### src/rtl/cc_loader_if.sv
// Bundles the loader's command-bus, RAM-read and cache-write signals.
// master = the loader, slave = the surrounding system (bus master, RAM, core).
interface cc_loader_if #(
  parameter int ADDR_W = 16,
  parameter int DATA_W = 8,
  parameter int IDX_W  = 6
);
  logic              cmdValid;
  logic [3:0]        cmdOp;
  logic [ADDR_W-1:0] cmdData;
  logic              cmdReady;
  logic              ramReq;
  logic [ADDR_W-1:0] ramAddr;
  logic              ramAck;
  logic [DATA_W-1:0] ramData;
  logic              cacheWe;
  logic [IDX_W-1:0]  cacheAddr;
  logic [DATA_W-1:0] cacheData;
  logic              coreStall;
  logic              coreHalt;
  logic              loadDone;
  logic [ADDR_W-1:0] cachedBase;

  modport master (
    input  cmdValid, cmdOp, cmdData, ramAck, ramData,
    output cmdReady, ramReq, ramAddr, cacheWe, cacheAddr, cacheData,
           coreStall, coreHalt, loadDone, cachedBase
  );
  modport slave (
    output cmdValid, cmdOp, cmdData, ramAck, ramData,
    input  cmdReady, ramReq, ramAddr, cacheWe, cacheAddr, cacheData,
           coreStall, coreHalt, loadDone, cachedBase
  );
endinterface

### src/rtl/cc_loader.sv
// Code-cache loader: copies a window of RAM words into a core's local cache.
// Optional macro CC_SKIP_HIT_EN: taken jumps to the already-cached window skip the reload.
module cc_loader #(
  parameter int ADDR_W = 16,
  parameter int DATA_W = 8,
  parameter int DEPTH  = 64,
  parameter int IDX_W  = 6
) (
  input  logic        fastClk,
  input  logic        rst,
  cc_loader_if.master bus
);
  typedef enum logic [1:0] {S_INIT, S_IDLE, S_LOAD, S_DONE} state_t;
  localparam logic [IDX_W:0] FULL = (IDX_W+1)'(DEPTH);

  state_t            state_q;
  logic              ramReq_q, cacheWe_q, coreStall_q, coreHalt_q, cmdReady_q, loadDone_q;
  logic [ADDR_W-1:0] ramAddr_q, cachedBase_q, base_q;
  logic [IDX_W-1:0]  cacheAddr_q, idx_q;
  logic [DATA_W-1:0] cacheData_q, a_q, b_q;
  logic [IDX_W:0]    len_q;

  logic           acc_d, take_d, hit_d, last_d;
  logic [IDX_W:0] rawLen_d, setLen_d;

  assign acc_d    = (state_q == S_IDLE) && bus.cmdValid && cmdReady_q;
  assign rawLen_d = bus.cmdData[IDX_W:0];
  assign setLen_d = (rawLen_d == '0 || rawLen_d > FULL) ? FULL : rawLen_d;
  assign last_d   = ({1'b0, idx_q} == len_q - (IDX_W+1)'(1));

  always_comb begin
    take_d = 1'b0;
    case (bus.cmdOp)
      4'd1:    take_d = 1'b1;
      4'd2:    take_d = (a_q == b_q);
      4'd3:    take_d = (a_q < b_q);
      default: take_d = 1'b0;
    endcase
  end

`ifdef CC_SKIP_HIT_EN
  // hitOk_q stays low until the first load completes, so no hit before that
  logic           hitOk_q;
  logic [IDX_W:0] lastLen_q;
  assign hit_d = hitOk_q && (bus.cmdData == cachedBase_q) && (len_q <= lastLen_q);
`else
  assign hit_d = 1'b0;
`endif

  always_ff @(posedge fastClk or posedge rst) begin
    if (rst) begin
      state_q      <= S_INIT;
      ramReq_q     <= 1'b0;
      ramAddr_q    <= '0;
      cacheWe_q    <= 1'b0;
      cacheAddr_q  <= '0;
      cacheData_q  <= '0;
      coreStall_q  <= 1'b1;
      coreHalt_q   <= 1'b0;
      cmdReady_q   <= 1'b0;
      loadDone_q   <= 1'b0;
      cachedBase_q <= '0;
      base_q       <= '0;
      len_q        <= FULL;
      a_q          <= '0;
      b_q          <= '0;
      idx_q        <= '0;
`ifdef CC_SKIP_HIT_EN
      hitOk_q      <= 1'b0;
      lastLen_q    <= FULL;
`endif
    end else begin
      cacheWe_q  <= 1'b0;
      loadDone_q <= 1'b0;
      case (state_q)
        S_INIT: begin
          base_q     <= '0;
          ramAddr_q  <= '0;
          ramReq_q   <= 1'b1;
          idx_q      <= '0;
          coreHalt_q <= 1'b0;
          state_q    <= S_LOAD;
        end
        S_IDLE: begin
          if (acc_d) begin
            case (bus.cmdOp)
              4'd0: coreHalt_q <= 1'b1;
              4'd1, 4'd2, 4'd3: begin
                if (take_d && hit_d) begin
                  // cached window already matches: report completion without touching RAM
                  coreHalt_q <= 1'b0;
                  cmdReady_q <= 1'b0;
                  loadDone_q <= 1'b1;
                  state_q    <= S_DONE;
                end else if (take_d) begin
                  base_q      <= bus.cmdData;
                  ramAddr_q   <= bus.cmdData;
                  ramReq_q    <= 1'b1;
                  idx_q       <= '0;
                  coreHalt_q  <= 1'b0;
                  cmdReady_q  <= 1'b0;
                  coreStall_q <= 1'b1;
                  state_q     <= S_LOAD;
                end
              end
              4'd4: len_q <= setLen_d;
              4'd5: a_q   <= bus.cmdData[DATA_W-1:0];
              4'd6: b_q   <= bus.cmdData[DATA_W-1:0];
              default: ;
            endcase
          end
        end
        S_LOAD: begin
          if (ramReq_q && bus.ramAck) begin
            cacheWe_q   <= 1'b1;
            cacheAddr_q <= idx_q;
            cacheData_q <= bus.ramData;
            idx_q       <= idx_q + IDX_W'(1);
            ramAddr_q   <= ramAddr_q + ADDR_W'(1);
            if (last_d) begin
              ramReq_q     <= 1'b0;
              cachedBase_q <= base_q;
              loadDone_q   <= 1'b1;
              state_q      <= S_DONE;
`ifdef CC_SKIP_HIT_EN
              hitOk_q      <= 1'b1;
              lastLen_q    <= len_q;
`endif
            end
          end
        end
        S_DONE: begin
          cmdReady_q  <= 1'b1;
          coreStall_q <= 1'b0;
          state_q     <= S_IDLE;
        end
        default: state_q <= S_INIT;
      endcase
    end
  end

  assign bus.cmdReady   = cmdReady_q;
  assign bus.ramReq     = ramReq_q;
  assign bus.ramAddr    = ramAddr_q;
  assign bus.cacheWe    = cacheWe_q;
  assign bus.cacheAddr  = cacheAddr_q;
  assign bus.cacheData  = cacheData_q;
  assign bus.coreStall  = coreStall_q;
  assign bus.coreHalt   = coreHalt_q;
  assign bus.loadDone   = loadDone_q;
  assign bus.cachedBase = cachedBase_q;
endmodule
### src/flat_wrapper.sv
// flat-port wrapper written by rule: the top's interface ports become plain ports
module cc_loader_flat 
#(
  parameter int ADDR_W = 16,
  parameter int DATA_W = 8,
  parameter int DEPTH  = 64,
  parameter int IDX_W  = 6
)
  (fastClk, rst, bus_cmdValid, bus_cmdOp, bus_cmdData, bus_ramAck, bus_ramData, bus_cmdReady, bus_ramReq, bus_ramAddr, bus_cacheWe, bus_cacheAddr, bus_cacheData, bus_coreStall, bus_coreHalt, bus_loadDone, bus_cachedBase);
  cc_loader_if #(.ADDR_W(ADDR_W), .DATA_W(DATA_W), .IDX_W(IDX_W)) bus_i ();
  input  logic fastClk;
  input  logic rst;
  input wire logic [$bits(bus_i.cmdValid)-1:0] bus_cmdValid;
  input wire logic [$bits(bus_i.cmdOp)-1:0] bus_cmdOp;
  input wire logic [$bits(bus_i.cmdData)-1:0] bus_cmdData;
  input wire logic [$bits(bus_i.ramAck)-1:0] bus_ramAck;
  input wire logic [$bits(bus_i.ramData)-1:0] bus_ramData;
  output wire logic [$bits(bus_i.cmdReady)-1:0] bus_cmdReady;
  output wire logic [$bits(bus_i.ramReq)-1:0] bus_ramReq;
  output wire logic [$bits(bus_i.ramAddr)-1:0] bus_ramAddr;
  output wire logic [$bits(bus_i.cacheWe)-1:0] bus_cacheWe;
  output wire logic [$bits(bus_i.cacheAddr)-1:0] bus_cacheAddr;
  output wire logic [$bits(bus_i.cacheData)-1:0] bus_cacheData;
  output wire logic [$bits(bus_i.coreStall)-1:0] bus_coreStall;
  output wire logic [$bits(bus_i.coreHalt)-1:0] bus_coreHalt;
  output wire logic [$bits(bus_i.loadDone)-1:0] bus_loadDone;
  output wire logic [$bits(bus_i.cachedBase)-1:0] bus_cachedBase;
  assign bus_i.cmdValid = bus_cmdValid;
  assign bus_i.cmdOp = bus_cmdOp;
  assign bus_i.cmdData = bus_cmdData;
  assign bus_i.ramAck = bus_ramAck;
  assign bus_i.ramData = bus_ramData;
  assign bus_cmdReady = bus_i.cmdReady;
  assign bus_ramReq = bus_i.ramReq;
  assign bus_ramAddr = bus_i.ramAddr;
  assign bus_cacheWe = bus_i.cacheWe;
  assign bus_cacheAddr = bus_i.cacheAddr;
  assign bus_cacheData = bus_i.cacheData;
  assign bus_coreStall = bus_i.coreStall;
  assign bus_coreHalt = bus_i.coreHalt;
  assign bus_loadDone = bus_i.loadDone;
  assign bus_cachedBase = bus_i.cachedBase;
  cc_loader #(.ADDR_W(ADDR_W), .DATA_W(DATA_W), .DEPTH(DEPTH), .IDX_W(IDX_W)) u_core (.fastClk(fastClk), .rst(rst), .bus(bus_i));
endmodule
### config.mk
export PLATFORM = sky130hd
export DESIGN_NAME = cc_loader_flat
export DESIGN_NICKNAME = d
export VERILOG_FILES = /design/src/rtl/cc_loader_if.sv /design/src/rtl/cc_loader.sv /design/src/flat_wrapper.sv
export SDC_FILE = /design/constraint.sdc
export NUM_CORES = 1
export LEC_CHECK = 0
export CAP_MARGIN = 10
export CORE_UTILIZATION = 40
export DETAILED_ROUTE_END_ITERATION = 6
export GPL_ROUTABILITY_DRIVEN = 0
export MAX_ROUTING_LAYER = met4
export PLACE_DENSITY_LB_ADDON = 0.25
export SETUP_SLACK_MARGIN = 0.15
export SYNTH_ARGS = -nofsm -noshare
export SYNTH_HDL_FRONTEND = slang
export SYNTH_SLANG_ARGS = --single-unit
### constraint.sdc
create_clock -name fastClk -period 3.2 [get_ports fastClk]
set_input_delay 0.48 -clock fastClk [delete_from_list [all_inputs] [get_ports fastClk]]
set_output_delay 0.48 -clock fastClk [all_outputs]
set_load 0.05 [all_outputs]
==> impl_metrics.tcl, run 1 <==
set metrics [dict create \
    syn_nets 520 \
    p_per_area_nw_per_um2 387.2 \
    dr_total_vias 4071 \
    nNetsFinal 605 \
    fin_tns_setup_ps 0 \
    cap_viol_max_count 0 \
    max-clock-path-buffers 2 \
    cp-end-kind "flip-flop" \
    area_growth_pct 26.88 \
    dp_hpwl_um 8973 \
    synthArstFlopShare_pct 100.0 \
    fin_crit_sh_pct 88.04 \
    worstPathRequired_ps 3440 \
    drtPass1Iterations 4 \
    synth_edf_count 0 \
    first_global_vias 4035 \
    finalHoldViolCount 0 \
    synth_flop_cell "dfrtp_1" \
    cp_max_fo 17 \
    preCtsSetupSlack_ps 281.9 \
    status "completed" \
    die_w_um 114.5 \
    cts_tree "built" \
    ir_drop_uv 225.4 \
    cts_resized 0 \
    fillers 1100 \
    stdcell_count 730 \
    dp_cells 714 \
    fin_worst_skew_ps 6.607 \
    seqPwrFrac_pct 50.3 \
    ys_seq_area_share_pct 49.01 \
    dieArea_um2 13100 \
    final_cell_mix "dfrtp_1 (97), clkdlybuf4s50_1 (83), nand2_1 (37)" \
    netlist_area_um2 5060 \
    ys_ff_latch 99 \
    initial_utilization_pct 41.60 \
    rsz0062_at_grt "false" \
    antenna_found_initial 0 \
    p_switching_uw 520.1 \
    worstPathArrival_ps 3060 \
    drtIter0Drc 276 \
    grt_max_degree 44 \
    die_h_um 114.5 \
    drc 0 \
    finalSetupViolations 0 \
    groute.usage.overall_pct 21.39 \
    swShare_pct 20.92 \
    drive_gt1_share_pct 15.84 \
    fmaxAchievable_ghz 0.3550 \
    p_int_uw 1966 \
    ys_warn_count 0 \
    final_common_cell "dfrtp_1" \
    relSlewSlack_pct 53.64 \
    holdCritPathClass "in2async" \
    syn-mean-instance-area_um2 10.72 \
    rows 40 \
    p_comb_share_pct 3.8 \
    clock-root-buffer "clkbuf_16" \
    port_buffers 83 \
    fin_ws_ps 382.8 \
    core_um2 12160 \
    path_clk_slew_ps 70 \
    postCtsSetupBuffers 0 \
    wirelength_um 12570 \
    leakagePower_uw 0.002888 \
    overflow 0 \
    synth.distinct_cells 65 \
    num_antenna_cells 0 \
    final_antenna_net_count 0 \
    grt_pass1_wl_um 20730 \
    cts_sinks 99 \
    worst_pin_slew_ps 695.4 \
    ctsHtreeMaxLevel 3 \
    clkPwrFrac_pct 45.9 \
    synthCells 472 \
    routedWlPerCell_um 17.21 \
    cts_buffers 9 \
    worstSetupStartpointType "flip-flop" \
    crit_type "reg2reg" \
    via_per_inst 5.577 \
    hold_buffers 0 \
    worstSkewPairLatency_ps 350 \
    io_pins 84 \
    fin_crit_ps 2817 \
    drv_slew 0 \
]
worst max-delay path, stage by stage (launching register included):
cell and delay [ps]:
dfrtp_1 490, inv_1 80, ha_1 310, o21ba_1 220, a221o_1 390, a2111oi_4 330, o21ai_2 130, nor2_4 90
buf_4 280, mux2_2 380
logic make-up after synthesis:
| group | Yosys count | synth area share (%) |
|---|---|---|
| AOI/OAI and AO/OA | 121 | 17.19 |
| xor gates and xnor gates | 11 | 1.904 |
| adders and majority gates | 16 | 3.956 |
| buffers and inverters | 48 | 4.154 |
| DFF | 99 | 49.01 |
| muxes | 43 | 10.11 |
| and+or+nand+nor | 134 | 13.67 |
cell type report:
cell class / instances / area [um2] / area share [%]
Inverter: 25 / 97.59 / 1.520
Multi-Input combinational cell: 325 / 2370 / 36.91
Sequential cell: 99 / 2480 / 38.63
Clock inverter: 3 / 43.79 / 0.6821
Tap cell: 168 / 210.2 / 3.274
Timing Repair Buffer: 97 / 948.4 / 14.77
Clock buffer: 13 / 270.3 / 4.210
power groups by stage:
stage | combinational (uW) | sequential (uW) | clock (uW)
final | 93.9 | 1250 | 1140
after global routing | 104 | 1250 | 1220
after CTS | 96.4 | 1250 | 1170
after detailed placement | 95.7 | 1270 | 0
after global placement | 95.2 | 1270 | 0
after floorplan | 28.3 | 1270 | 0
cells in the mapped netlist, types with 3 or more instances:
cell / n / share of area [%]
clkbuf_1: 17 / 1.3
o21ai_0: 36 / 3.6
o22ai_1: 3 / 0.37
a21oi_1: 12 / 1.2
inv_1: 25 / 1.9
a21bo_2: 11 / 2.2
a22oi_1: 4 / 0.59
nor2b_1: 5 / 0.62
o31a_1: 4 / 0.69
mux2i_1: 5 / 0.99
dfrtp_1: 97 / 48
o221ai_1: 3 / 0.52
a21o_1: 3 / 0.45
nor3_1: 6 / 0.59
nand3_1: 13 / 1.3
nand2_1: 37 / 2.7
mux2_4: 9 / 2.7
ha_1: 16 / 4.0
nor4_1: 3 / 0.37
mux2_2: 29 / 6.5
nand4_1: 19 / 2.3
nand3b_1: 5 / 0.74
a32oi_1: 4 / 0.69
o31ai_1: 16 / 2.4
nor2_1: 21 / 1.6
nand2b_1: 11 / 1.4
xnor2_1: 9 / 1.6
per-stage QoR:
| stage | utilization (%) | total power [uW] | hold WS (ps) | instance area, um2 |
|---|---|---|---|---|
| 6_report | 52.79 | 2486 | 448.1 | 6420 |
| 5_1_grt | 52.79 | 2573 | 465.3 | 6420 |
| 4_1_cts | 52.79 | 2520 | 453.2 | 6420 |
| 3_5_place_dp | 50.21 | 1370 | 477.6 | 6106 |
| 3_3_place_gp | 50.21 | 1370 | 474.1 | 6106 |
| 2_1_floorplan | - | 1303 | 442.3 | 5064 |
routing by layer:
metal | vias to the layer above | global-route usage (%) | wire length (um)
li1 | 1889 | - | -
met1 | 2020 | 27.63 | 5697
met2 | 142 | 33.25 | 5897
met3 | 20 | 4.659 | 744
met4 | 0 | 7.446 | 226
met5 | - | - | 0
sequential cells by signal (all words and copies together) (netlist names), 2 cells and up:
signal,flops
u_core.idx_q,6
u_core.bus.cacheData,8
u_core.b_q,8
u_core.state_q,2
u_core.bus.cachedBase,16
u_core.len_q,7
u_core.bus.cacheAddr,6
u_core.a_q,8
u_core.base_q,16
u_core.bus.ramAddr,16
final timing paths:
path                                               start                                    to  slack, ps  cells past startpoint
setup / recovery             u_core.len_q[0]$_DFFE_PP0P_  u_core.bus.cachedBase[4]$_DFFE_PP0P_        380                      9
hold / removal                                       rst  u_core.bus.cachedBase[1]$_DFFE_PP0P_        450                      2
setup reg to reg             u_core.len_q[0]$_DFFE_PP0P_  u_core.bus.cachedBase[4]$_DFFE_PP0P_        380                      9
hold reg to reg            u_core.base_q[11]$_DFFE_PP0P_         u_core.base_q[11]$_DFFE_PP0P_        490                      1
max in group asynchronous                            rst           u_core.len_q[6]$_DFFE_PP1P_       2100                      3
min in group fastClk       u_core.base_q[11]$_DFFE_PP0P_         u_core.base_q[11]$_DFFE_PP0P_        490                      1
(Power assumes the default switching activity.)
==> inputs of run 2 (changes only) <==
CORE_ASPECT_RATIO = 0.8   (was unset)
==> impl_metrics.tcl, run 2 (same netlist as run 1, synthesis figures left out) <==
set metrics [dict create \
    worst_pin_slew_ps 721.1 \
    holdCritPathClass "reg2reg" \
    routedWlPerCell_um 17.06 \
    overflow 0 \
    finalSetupViolations 0 \
    hold_buffers 0 \
    timing.rr.start "u_core.len_q[0]$_DFFE_PP0P_" \
    core_um2 12250 \
    port_buffers 83 \
    postCtsSetupBuffers 0 \
    ir_drop_uv 246.2 \
    area_growth_pct 26.24 \
    relSlewSlack_pct 51.93 \
    final_common_cell "dfrtp_1" \
    cts_buffers 9 \
    fmaxAchievable_ghz 0.3551 \
    p_comb_share_pct 4.0 \
    finalHoldViolCount 0 \
    rows 36 \
    crit_type "reg2reg" \
    fin_worst_skew_ps 8.227 \
    cts_resized 0 \
    final_cell_mix "dfrtp_1 (97), clkdlybuf4s50_1 (83), nand2_1 (37)" \
    dp_hpwl_um 9028 \
    p_per_area_nw_per_um2 373.6 \
    dr_total_vias 4039 \
    cts_sinks 99 \
    wirelength_um 12490 \
    fin_crit_sh_pct 88.01 \
    drive_gt1_share_pct 15.86 \
    die_h_um 102.6 \
    die_w_um 127.7 \
    p_int_uw 1830 \
    status "completed" \
    grt_pass1_wl_um 20510 \
    clock-root-buffer "clkbuf_16" \
    drv_slew 0 \
    fin_ws_ps 383.7 \
    first_global_vias 3950 \
    cap_viol_max_count 0 \
    nNetsFinal 604 \
    grt_max_degree 46 \
    dieArea_um2 13110 \
    fin_tns_setup_ps 0 \
    cts_tree "built" \
    seqPwrFrac_pct 52.4 \
    groute.usage.overall_pct 20.92 \
    ctsHtreeMaxLevel 3 \
    worstSkewPairLatency_ps 350 \
    antenna_found_initial 0 \
    io_pins 84 \
    cp_max_fo 17 \
    drtIter0Drc 377 \
    preCtsSetupSlack_ps 172.8 \
    num_antenna_cells 0 \
    final_antenna_net_count 0 \
    swShare_pct 23.30 \
    fin_crit_ps 2816 \
    path_clk_slew_ps 70 \
    worstPathRequired_ps 3430 \
    leakagePower_uw 0.002857 \
    drc 0 \
    clkPwrFrac_pct 43.6 \
    rsz0062_at_grt "false" \
    worstSetupStartpointType "flip-flop" \
    p_switching_uw 555.9 \
    cp-end-kind "flip-flop" \
    max-clock-path-buffers 2 \
    via_per_inst 5.518 \
    drtPass1Iterations 5 \
    initial_utilization_pct 41.30 \
    worstPathArrival_ps 3050 \
    hp-start "u_core.base_q[5]$_DFFE_PP0P_" \
    startpoint "u_core.len_q[0]$_DFFE_PP0P_" \
]
## run 2: changes by cell type in the layout (fill, tap and decap cells not counted), sizes merged
cell and delta:
clkinvlp +3, bufinv -1, clkbuf -4, clkinv +1, buf -1, inv +1
## run 2: critical path, cell delays in order, from the launching register on
cell and delay (ps):
dfrtp_1 480, inv_1 80, ha_1 310, o21ba_1 210
a221o_1 370, a2111oi_4 340, o21ai_2 130, nor2_4 110
buf_4 290, mux2_2 370
## run 2: per-layer routing
metal | GRT usage (%) | share of wire, % | up-vias
met5 | - | 0 | -
met4 | 7.783 | 1.9 | 0
met3 | 4.152 | 7.2 | 18
met2 | 30.77 | 44 | 165
met1 | 28.64 | 47 | 1974
li1 | - | - | 1882
## run 2: worst paths after layout
path	end	slack, ps	cells after the start
min in group asynchronous	u_core.bus.ramAddr[8]$_DFFE_PP0P_	580	2
worst min-delay path	u_core.base_q[5]$_DFFE_PP0P_	490	1
worst min register to register	u_core.base_q[5]$_DFFE_PP0P_	490	1
max in group asynchronous	u_core.a_q[5]$_DFFE_PP0P_	1860	3
worst max register to register	u_core.bus.cachedBase[5]$_DFFE_PP0P_	380	9
worst max-delay path	u_core.bus.cachedBase[5]$_DFFE_PP0P_	380	9
## run 2: final cells by class
type | instances | area [um2]
clock buffers | 9 | 225.2
inverters | 25 | 97.59
well taps | 171 | 214.0
flip-flops and latches | 99 | 2480
multi-input cells | 325 | 2370
fillers | 1118 | 5864
clock inverters | 7 | 60.06
repair buffers | 96 | 940.9
## run 2: per-stage QoR
step	total power, uW	hold slack (ps)	utilization [%]	instances	instance area (um2)
floorplan	1303	442.3	-	472	5064
global placement	1370	473.0	49.81	716	6102
detailed placement	1371	479.9	49.81	716	6102
CTS	2419	495.6	52.13	732	6387
global route	2468	513.1	52.13	732	6387
finish	2386	491.2	52.13	732	6387
## run 2: power groups by stage
| stage | combinational [uW] | sequential [uW] | clock (uW) |
|---|---|---|---|
| final | 94.4 | 1250 | 1040 |
| after global routing | 103 | 1250 | 1120 |
| after CTS | 96.8 | 1250 | 1070 |
| after detailed placement | 96.3 | 1270 | 0 |
| after global placement | 95.3 | 1270 | 0 |
| after floorplan | 28.3 | 1270 | 0 |
==> inputs of run 3 (changes only) <==
REMOVE_ABC_BUFFERS = 1   (was unset)
==> impl_metrics.tcl, run 3 (same netlist as run 1, synthesis figures left out) <==
set metrics [dict create \
    status "completed" \
    grt_max_degree 57 \
    dp_hpwl_um 8781 \
    drtPass1Iterations 4 \
    leakagePower_uw 0.002872 \
    fin_crit_sh_pct 85.83 \
    core_um2 12250 \
    fin_crit_ps 2746 \
    finalHoldViolCount 0 \
    max-clock-path-buffers 2 \
    first_global_vias 3962 \
    p_per_area_nw_per_um2 371.4 \
    cts_resized 0 \
    antenna_found_initial 0 \
    r2r_end "u_core.bus.cachedBase[2]$_DFFE_PP0P_" \
    wirelength_um 12550 \
    nNetsFinal 605 \
    area_growth_pct 26.76 \
    post-route-util_pct 52.35 \
    final_cell_mix "dfrtp_1 (97), clkdlybuf4s50_1 (83), nand2_1 (37)" \
    die_h_um 102.6 \
    clock-root-buffer "clkbuf_16" \
    via_per_inst 5.462 \
    grt_pass1_wl_um 20710 \
    rsz0062_at_grt "false" \
    overflow 0 \
    worst_pin_slew_ps 778.4 \
    swShare_pct 22.59 \
    cp-end-kind "flip-flop" \
    seqPwrFrac_pct 52.5 \
    holdCritPathClass "reg2reg" \
    drive_gt1_share_pct 15.84 \
    drv_slew 0 \
    groute.usage.overall_pct 21.20 \
    clkPwrFrac_pct 43.7 \
    worstPathRequired_ps 3430 \
    crit_type "reg2reg" \
    place_area_um2 6113 \
    cts_sinks 99 \
    final_common_cell "dfrtp_1" \
    fmaxAchievable_ghz 0.3641 \
    cp_max_fo 9 \
    slowest_stage "dfrtp_1" \
    worstPathArrival_ps 2970 \
    cts_tree "built" \
    fillers 1122 \
    ir_drop_uv 256.9 \
    ctsHtreeMaxLevel 3 \
    stdcell_count 733 \
    critical-path-max-stage-delay_ps 480 \
    path_depth 9 \
    initial_utilization_pct 41.30 \
    crit_chain "inv_1 > ha_1 > o21ba_1 > a221o_1 > a2111oi_4 > o21ai_2 > nor2_4 > buf_12 > mux2_2" \
    p_switching_uw 538.1 \
    dr_total_vias 4004 \
    dp_cells 716 \
    path_delay_family "compound AO/OA/AOI/OAI gates" \
    startpoint "u_core.len_q[0]$_DFFE_PP0P_" \
    num_antenna_cells 0 \
    drtIter0Drc 225 \
    cap_viol_max_count 0 \
    endpoint "u_core.bus.cachedBase[2]$_DFFE_PP0P_" \
    final_antenna_net_count 0 \
    rr_worst_depth 9 \
    fin_hold_ws_ps 473.5 \
    io_pins 84 \
    die_w_um 127.7 \
    relSlewSlack_pct 47.92 \
    fin_worst_skew_ps 7.169 \
    timing.rr.start "u_core.len_q[0]$_DFFE_PP0P_" \
    drc 0 \
    cts_buffers 9 \
    r2r_setup_slack_ps 450 \
    hold_buffers 0 \
    p_comb_share_pct 3.8 \
    fin_area_um2 6414 \
    port_buffers 83 \
    routedWlPerCell_um 17.12 \
    finalSetupViolations 0 \
    cp_num_buf_inv 2 \
    rows 36 \
    p_int_uw 1844 \
    path_clk_slew_ps 70 \
    worstSkewPairLatency_ps 340 \
    worstSetupStartpointType "flip-flop" \
    fin_tns_setup_ps 0 \
    dieArea_um2 13110 \
]
[run 3: metrics by stage]
stage,worst slack [ps],power [uW]
after CTS,281.2,2418
after global placement,377.5,1367
after global routing,318.6,2478
after floorplan,-294.9,1302
after detailed placement,307.1,1368
final,453.6,2382
[run 3: area by class of cell]
class                      count  area (um2)  area share (%)
clock buffer                  11       242.7           3.785
multi-input combinational    325        2370           36.95
sequential                    99        2480           38.67
tap                          171       214.0           3.336
timing repair buffer          97       973.4           15.18
clock inverter                 5       37.54          0.5853
inverter                      25       96.34           1.502
[run 3: power groups by stage]
stage | clock [uW] | combinational, uW | sequential [uW]
floorplan | 0 | 26.8 | 1270
global placement | 0 | 91.8 | 1270
detailed placement | 0 | 92.9 | 1270
CTS | 1070 | 93.3 | 1250
global route | 1130 | 102 | 1250
finish | 1040 | 90.9 | 1250
[run 3: per-layer routing]
layer  track usage, %  wire (um)  share of wire, %  vias up
li1                 -          -                 -     1887
met1            29.69       6244                50     1978
met2            31.06       5509                44      126
met3            3.684        618               4.9       13
met4            7.330        174               1.4        0
met5                -          0                 0        -
[run 3: worst reg2reg max path, delay by kind of cell (launching register included)]
family	cells	cell delay, ps
compound gates	4	1060
fa+ha+maj	1	300
buf+inv	2	250
flops	1	480
mux	1	340
simple gates	1	200
[run 3: worst min path at each step]
stage,startpoint,to,slack (ps),depth (start not counted)
after floorplan,u_core.base_q[2]$_DFFE_PP0P_,u_core.base_q[2]$_DFFE_PP0P_,440,1
after global placement,u_core.base_q[2]$_DFFE_PP0P_,u_core.base_q[2]$_DFFE_PP0P_,460,1
after detailed placement,u_core.base_q[2]$_DFFE_PP0P_,u_core.base_q[2]$_DFFE_PP0P_,460,1
after CTS,u_core.base_q[2]$_DFFE_PP0P_,u_core.base_q[2]$_DFFE_PP0P_,480,1
after global routing,u_core.base_q[9]$_DFFE_PP0P_,u_core.base_q[9]$_DFFE_PP0P_,500,1
final,u_core.base_q[2]$_DFFE_PP0P_,u_core.base_q[2]$_DFFE_PP0P_,470,1
[run 3: timing repair]
item	4_1_cts	5_1_grt
endpoints found under the setup margin	0	7
hold endpoints to repair	0	0
buffers inserted	0	1
